--- src/rtl/anc_pkg.sv ---
// anc_pkg: shared sign-magnitude constants, FSM states and format conversions for the ANC filter path.
package anc_pkg;
    localparam int SM_W   = 11;
    localparam int MAG_W  = 10;
    localparam int PROD_W = 21;

    typedef enum logic [1:0] {IDLE, MAC, DONE} state_t;

    function automatic logic signed [63:0] sm_to_tc(input logic [63:0] value, input int width);
        logic [63:0] mag;
        mag = value & ((64'd1 << (width - 1)) - 64'd1);
        return value[width-1] ? -$signed(mag) : $signed(mag);
    endfunction

    // A zero magnitude always comes back positive, so negative zero never escapes.
    function automatic logic [SM_W-1:0] tc_to_sm_sat(input logic signed [63:0] value, input int frac);
        logic [63:0] mag;
        mag = value[63] ? 64'(-value) : 64'(value);
        mag = mag >> frac;
        if (mag > 64'd1023) mag = 64'd1023;
        return {value[63] && (mag != 64'd0), mag[MAG_W-1:0]};
    endfunction
endpackage

--- src/rtl/Multiplier.sv ---
// Multiplier: combinational 11x11 sign-magnitude multiply producing a 21-bit sign-magnitude product.
module Multiplier (
    input  logic [10:0] a,
    input  logic [10:0] b,
    output logic [20:0] p
);
    assign p = {a[10] ^ b[10], 20'(a[9:0]) * 20'(b[9:0])};
endmodule

--- src/rtl/fir_mac_sequencer.sv ---
// fir_mac_sequencer: serial FIR that time-shares one sign-magnitude multiplier across all taps.
module fir_mac_sequencer
    import anc_pkg::*;
#(
    parameter int TAPS  = 16,
    parameter int FRAC  = 10,
    parameter int ACC_W = 20 + $clog2(TAPS) + 1
) (
    input  logic              clk,
    input  logic              rst,
    input  logic [SM_W-1:0]   sample_in,
    input  logic              sample_valid,
    output logic              sample_ready,
    input  logic              coef_we,
    input  logic [5:0]        coef_addr,
    input  logic [SM_W-1:0]   coef_data,
    output logic [SM_W-1:0]   y_out,
    output logic              y_valid
);
    localparam int IDX_W = $clog2(TAPS);

    state_t                   state_q;
    logic [SM_W-1:0]          x_q [TAPS];
    logic [SM_W-1:0]          h_q [TAPS];
    logic signed [ACC_W-1:0]  acc_q, acc_d;
    logic [IDX_W-1:0]         idx_q;
    logic [SM_W-1:0]          y_out_q, y_d;
    logic                     y_valid_q;
    logic [PROD_W-1:0]        prod;
    logic                     coef_ok;

    Multiplier u_mult (
        .a (x_q[idx_q]),
        .b (h_q[idx_q]),
        .p (prod)
    );

    always_comb begin
        acc_d   = acc_q + ACC_W'(sm_to_tc(64'(prod), PROD_W));
        y_d     = tc_to_sm_sat(64'(acc_q), FRAC);
        coef_ok = (state_q == IDLE) && coef_we && ({1'b0, coef_addr} < 7'(TAPS));
    end

    assign sample_ready = (state_q == IDLE);
    assign y_out        = y_out_q;
    assign y_valid      = y_valid_q;

    always_ff @(posedge clk) begin
        if (rst) begin
            state_q   <= IDLE;
            acc_q     <= '0;
            idx_q     <= '0;
            y_out_q   <= '0;
            y_valid_q <= 1'b0;
            for (int i = 0; i < TAPS; i++) begin
                x_q[i] <= '0;
                h_q[i] <= '0;
            end
        end else begin
            y_valid_q <= 1'b0;
            // A write landing on the accepting edge is seen by the MAC that follows.
            if (coef_ok) h_q[coef_addr[IDX_W-1:0]] <= coef_data;
            case (state_q)
                IDLE: if (sample_valid) begin
                    x_q[0] <= sample_in;
                    for (int i = 1; i < TAPS; i++) x_q[i] <= x_q[i-1];
                    acc_q   <= '0;
                    idx_q   <= '0;
                    state_q <= MAC;
                end
                MAC: begin
                    acc_q <= acc_d;
                    idx_q <= idx_q + 1'b1;
                    if (idx_q == IDX_W'(TAPS - 1)) state_q <= DONE;
                end
                DONE: begin
                    y_out_q   <= y_d;
                    y_valid_q <= 1'b1;
                    state_q   <= IDLE;
                end
                default: state_q <= IDLE;
            endcase
        end
    end
endmodule

--- config.mk ---
export PLATFORM = sky130hd
export DESIGN_NAME = fir_mac_sequencer
export DESIGN_NICKNAME = d
export VERILOG_FILES = /design/src/rtl/anc_pkg.sv /design/src/rtl/Multiplier.sv /design/src/rtl/fir_mac_sequencer.sv
export SDC_FILE = /design/constraint.sdc
export NUM_CORES = 1
export LEC_CHECK = 0
export ABC_AREA = 1
export CAP_MARGIN = 10
export CORE_MARGIN = 2
export CORE_UTILIZATION = 55
export CTS_BUF_LIST = sky130_fd_sc_hd__clkbuf_4 sky130_fd_sc_hd__clkbuf_8 sky130_fd_sc_hd__clkbuf_16
export DETAILED_ROUTE_END_ITERATION = 12
export PLACE_DENSITY = 0.82
export RECOVER_POWER = 25
export SLEW_MARGIN = 20
export SYNTH_ARGS = -nofsm -noshare
export SYNTH_HDL_FRONTEND = slang
export SYNTH_SLANG_ARGS = --single-unit
export TNS_END_PERCENT = 10
--- constraint.sdc ---
create_clock -name clk -period 9.82 [get_ports clk]
set_clock_uncertainty 0.15 [all_clocks]
set_input_delay 1.964 -clock clk [delete_from_list [all_inputs] [get_ports clk]]
set_output_delay 1.964 -clock clk [all_outputs]
set_load 0.005 [all_outputs]
**Word-level counts from Yosys, hierarchy flattened**

Memories as Yosys holds them, arrays and structs flattened. A register that Yosys moved wholly into a read port is not among the register bits.
Cells that the tools add are included.

- Bitwise operators: 17
- Multiply operators: 1
- Mux-type cells: 43
- Add/subtract/negate cells: 4
- Reductions and logical operators: 9
- Equal/unequal tests: 5
- Order comparisons: 2

Operators by type and width:

| cell | count |
|---|---|
| two-way mux 11 bit | 17 |
| two-way mux 64 bit | 1 |
| negation 25 -> 64 bit | 1 |
| nonzero test 64 bit | 1 |
| greater-than comparator 54 x 10 -> 1 bit, second input constant | 1 |
| two-way mux 54 bit | 1 |
| two-way mux 25 bit | 2 |
| case mux 25 bit (2 select lines) | 1 |
| adder 25 bit | 1 |
| negation 20 -> 25 bit | 1 |
| two-way mux 4 bit | 6 |
| multiplier 10 x 10 -> 20 bit | 1 |
| bitwise OR 1 bit | 16 |
| two-way mux 1 bit | 11 |
| OR reduction 11 bit | 1 |
| case mux 4 bit (2 select lines) | 1 |
| less-than comparator 6 x 5 -> 1 bit, second input constant | 1 |
| adder 4 x 1 -> 4 bit, second input constant | 1 |
| equality test 4 bit, second input constant | 1 |
| two-way mux 2 bit | 2 |
| != test 2 bit, second input constant | 2 |
| case mux 2 bit (2 select lines) | 1 |
| AND reduction 2 bit | 2 |
| logical AND 1 bit | 3 |
| other kinds (5) | 5 |

- Memories kept: 2
- Register bits: 43
- Memory bits (writable): 352
- Logic and storage cells: 88
- Output and inout port bits: 13

Memories:

| name | words | bits a word | rd ports | clocked after memory_dff | wr ports | RTL line | RTL |
|---|---|---|---|---|---|---|---|
| h_q | 16 | 11 | 1 | 1 | 16 | fir_mac_sequencer.sv:24 | `logic [SM_W-1:0] h_q [TAPS];` |
| x_q | 16 | 11 | 16 | 1 | 16 | fir_mac_sequencer.sv:23 | `logic [SM_W-1:0] x_q [TAPS];` |

**Longest topological paths before layout**

- Word-level depth: 8
- Mapped depth: 46
- Mapped depth without buffers: 43

**Hierarchy**

From an unflattened synthesis, not the netlist that was laid out.

- Cells, all modules: 2791
- Area, all modules: 23879.2 sq um

Modules (own cells, without submodules):

| module | area an instance (sq um) | cells an instance | instances |
|---|---|---|---|
| fir_mac_sequencer | 20305.7 | 2274 | 1 |
| Multiplier | 3573.4 | 517 | 1 |

**Worst setup path before layout**

OpenSTA, ideal clock, no wires.

- Path type: flip-flop to flip-flop
- Start point: register (tool-made name)
- End point: register acc_q[23]
- Setup slack: 2125 ps
- Library setup time: 132 ps
- Data arrival time: 7413 ps
- Cell stages (with the launch flop): 45
- Cell sequence: dfxtp_1 buf_2 buf_4 buf_4 buf_4 buf_2 a21oi_1 o221ai_1 nand2_1 nand2_1 fa_1 inv_1 fa_1 inv_1 fa_1 inv_1 fa_1 inv_1 [9 not listed] nor2_2 nand3_1 nor2_1 nand2_1 nand2_1 o21ai_1 xor2_1 ha_1 nand4_1 nor2_1 nand4_1 nand3_1 nand3_1 nand3_1 a21oi_1 or2_2 nand3_1 a21oi_1

RTL lines:

| what | RTL line | RTL |
|---|---|---|
| end signal, assigned | fir_mac_sequencer.sv:51 | `acc_q <= '0;` |
| end signal, assigned | fir_mac_sequencer.sv:67 | `acc_q <= '0;` |
| end signal, assigned | fir_mac_sequencer.sv:72 | `acc_q <= acc_d;` |
| end, declared | fir_mac_sequencer.sv:25 | `logic signed [ACC_W-1:0] acc_q, acc_d;` |

==> run_results.csv <==
group,metric,value,unit
synth,ys_top_cells_by_area,"edfxtp_1 45%, nor2_1 8.7%, inv_1 6.9%",
timing,setup-violations-final,0,
clock_tree,clock_sink_count,399,
die,die_h,211,microns
drt,dr.pass1.iters,6,
synth,async_reset_ff_share,0,%
drt,viasPerCell,5.70,
timing,maxSlewViolCount,254,
synth,yosysTopAreaCell,"edfxtp_1",
timing,finalCriticalPeriod,8.99,ns
grt,grt_pass1_wl,92.5,mm
synth,syn_nets,2923,
hold_path,hold_class,"reg -> reg",
power,p_seq_share,27.2,%
timing,relSlewSlack,-197,%
synth,synth_cells,2747,
drt,via_count,18800,
hold_path,whs_path_depth,2,
layout,diodes,0,
power,power.density_cell_area,296,nW/um^2
timing,hold_viol_final,0,
worst_setup_path,crit_slowest_cell,"inv_4",
layout,final_cell_mix,"544 x nor2_1, 431 x inv_1, 401 x nand2_1, 352 x edfxtp_1, 225 x o21ai_0",
run,cap_violations,4,
power,p_comb_share,52.1,%
die,rows,75,
clock_tree,clockRootBuffer,"clkbuf_16",
place,dp_slack,1.01,ns
timing,fin_setup_tns,0,ns
synth,syn_avg_cell_area,8.57,sq um
place,gp_congestion,0.942,
synth,synth-edff-count,352,
grt,grt_pass1_vias,18400,
timing,whs,0.318,ns
synth,netlist_area,23500,sq um
die,initial_core_util,55.9,%
outcome,outcome,"complete, but fails checks",
die,dieArea,44500,sq um
clock_tree,post_cts_buffers,0,
drt,drt-initial-drc-count,2162,
grt,grt-ovfl-total,0,
power,swShare,44.7,%
grt,gr-usage-all-layers,26.0,%
outcome,violations,"max-capacitance violations, max-slew violations",
hold_path,hp-start,"y_out[10]",
die,io_pins,45,
clock_tree,ctsResizeCount,0,
hold_path,hold_end,"y_out[10]",
drt,drtAntennaViolNets,0,
worst_setup_path,critPathMaxStageDelay,0.69,ns
die,core_area,42100,sq um
layout,nets,2897,
synth,ys_types,48,
power,leakage,11.5,nW
worst_setup_path,crit_required,10.07,ns
place,hpwl,37.6,mm
worst_setup_path,rr_worst_depth,42,
place,numPortBuffers,44,
synth,ys_ff_latch,399,
drt,avgRoutedWirePerCell,17.3,microns
power,irDropWorstVdd,0.000272,V
worst_setup_path,worstSetupPathType,"reg -> reg",
layout,instances_no_fill,3292,
timing,tightestPinTransition,4.46,ns
worst_setup_path,start_kind,"register",
worst_setup_path,critPathCaptureType,"register",
drt,drc,0,
power,p_clk_share,20.7,%
clock_tree,clkSlewWorstSetupHoldPaths,0.06,ns
timing,rsz0062_at_grt,"no",
layout,syn_to_final_growth,8.74,%
grt,grt_antenna_before_repair,0,
layout,layout_commonest_cell,"nor2_1",
place,dp_cells,3217,
power,internal_power,4.19,mW
layout,drive_gt1_share,4.50,%
clock_tree,clock_path_buffers,3,
timing,layout_setup_ws,0.830,ns
timing,period_share,91.6,%
worst_setup_path,worstPathMaxFanout,99,
worst_setup_path,ff2ff_setup_slack,0.83,ns
synth,netlist.area_leader.share,44.9,%
timing,max_clock_freq,111,MHz
die,fp.dieW,211,microns
synth,ys.flop_type,"edfxtp_1",
worst_setup_path,timing.rr.end,"acc_q[23]",
synth,yosys_warnings,0,
power,power.net_switching,3.39,mW
clock_tree,cts_tree,"yes",
drt,drt-total-wl,57.1,mm
clock_tree,h-tree-depth,2,
clock_tree,cts_made_buffers,41,
clock_tree,cts-hold-fix-buffers,0,
worst_setup_path,crit_arrival,9.24,ns
synth,ys_seq_area_share,48.9,%
clock_tree,clkLatencyLatePin,0.58,ns
grt,grt_max_degree,202,
[worst max-delay path, delay by kind of cell (launching register included)]
| kind | cells | cell delay [ns] |
|---|---|---|
| simple gates | 20 | 2.56 |
| buf+inv | 8 | 1.32 |
| flops | 1 | 0.36 |
| xor+xnor | 1 | 0.15 |
| compound gates | 6 | 0.85 |
| fa+ha+maj | 7 | 3.34 |
[logic make-up after synthesis]
group,synth area share (%)
flip-flops,48.9
AO/OA/AOI/OAI,11.6
AND/OR/NAND/NOR,19.1
adder cells (fa/ha/maj),9.66
XOR/XNOR,1.19
buffers and inverters,9.52
[per-stage QoR]
step | total power [mW] | util [%] | instance area (sq um)
floorplan | 5.09 | - | 23500
global placement | 5.91 | 57.6 | 24300
detailed placement | 5.97 | 57.6 | 24300
CTS | 7.56 | 60.8 | 25600
global route | 8.21 | 60.8 | 25600
finish | 7.58 | 60.8 | 25600
[worst max path at each step]
stage	from	endpoint	slack, ns	depth (start not counted)
2_1_floorplan	register	acc_q[23]	2.13	44
3_3_place_gp	register	acc_q[23]	1.14	42
3_5_place_dp	register	acc_q[23]	1.01	42
4_1_cts	register	acc_q[23]	0.97	42
5_1_grt	register	acc_q[23]	0.12	42
6_report	register	acc_q[23]	0.83	42
[area by class of cell]
cell class,instances,area [sq um]
tap,539,674
fill,3399,16500
inverter,439,1650
clock buffer,51,1120
multi-input combinational,1774,9790
sequential,399,11500
clock inverter,24,224
timing repair buffer,66,626
[power groups by stage]
stage	sequential [mW]	combinational (mW)	clock [mW]
global placement	2.09	3.82	0
floorplan	2.07	3.03	0
finish	2.06	3.95	1.57
global route	2.07	4.50	1.64
detailed placement	2.09	3.87	0
CTS	2.06	3.92	1.58
[state kept, by name, indices dropped and copies added (netlist names), named ones only]
name,flops
state_q,2
y_valid,1
acc_q,25
h_q,176
x_q,176
idx_q,4
y_out,11
[per-layer routing]
metal	routed length (microns)	up-vias	global-route usage (%)	share of wire [%]
met4	2060	0	10.8	3.6
met1	23200	8824	35.1	41
li1	-	8903	-	-
met2	27100	864	42.7	48
met3	4640	161	3.55	8.1
met5	0	-	0	0
[synthesized netlist by cell type (3+ instances only)]
master	number
fa_1	63
inv_2	7
buf_1	13
clkbuf_1	90
edfxtp_1	352
nor2_2	3
nand3_1	101
nor3_1	17
nand3b_1	3
a21boi_0	12
ha_1	81
o211ai_1	19
o22ai_1	14
xnor2_1	7
nor2_1	544
nand3_2	3
a21oi_1	139
or2_2	7
inv_1	431
o21ai_1	20
o221ai_1	37
nand2_1	401
dfxtp_1	47
a31oi_1	3
nand2_4	5
nand4_1	13
buf_2	21
xor2_1	25
nand2_2	5
buf_4	6
o21ai_0	225
buf_6	5
o21bai_1	5
nor4_1	3
Note: power is estimated with default switching activity, not from simulation.
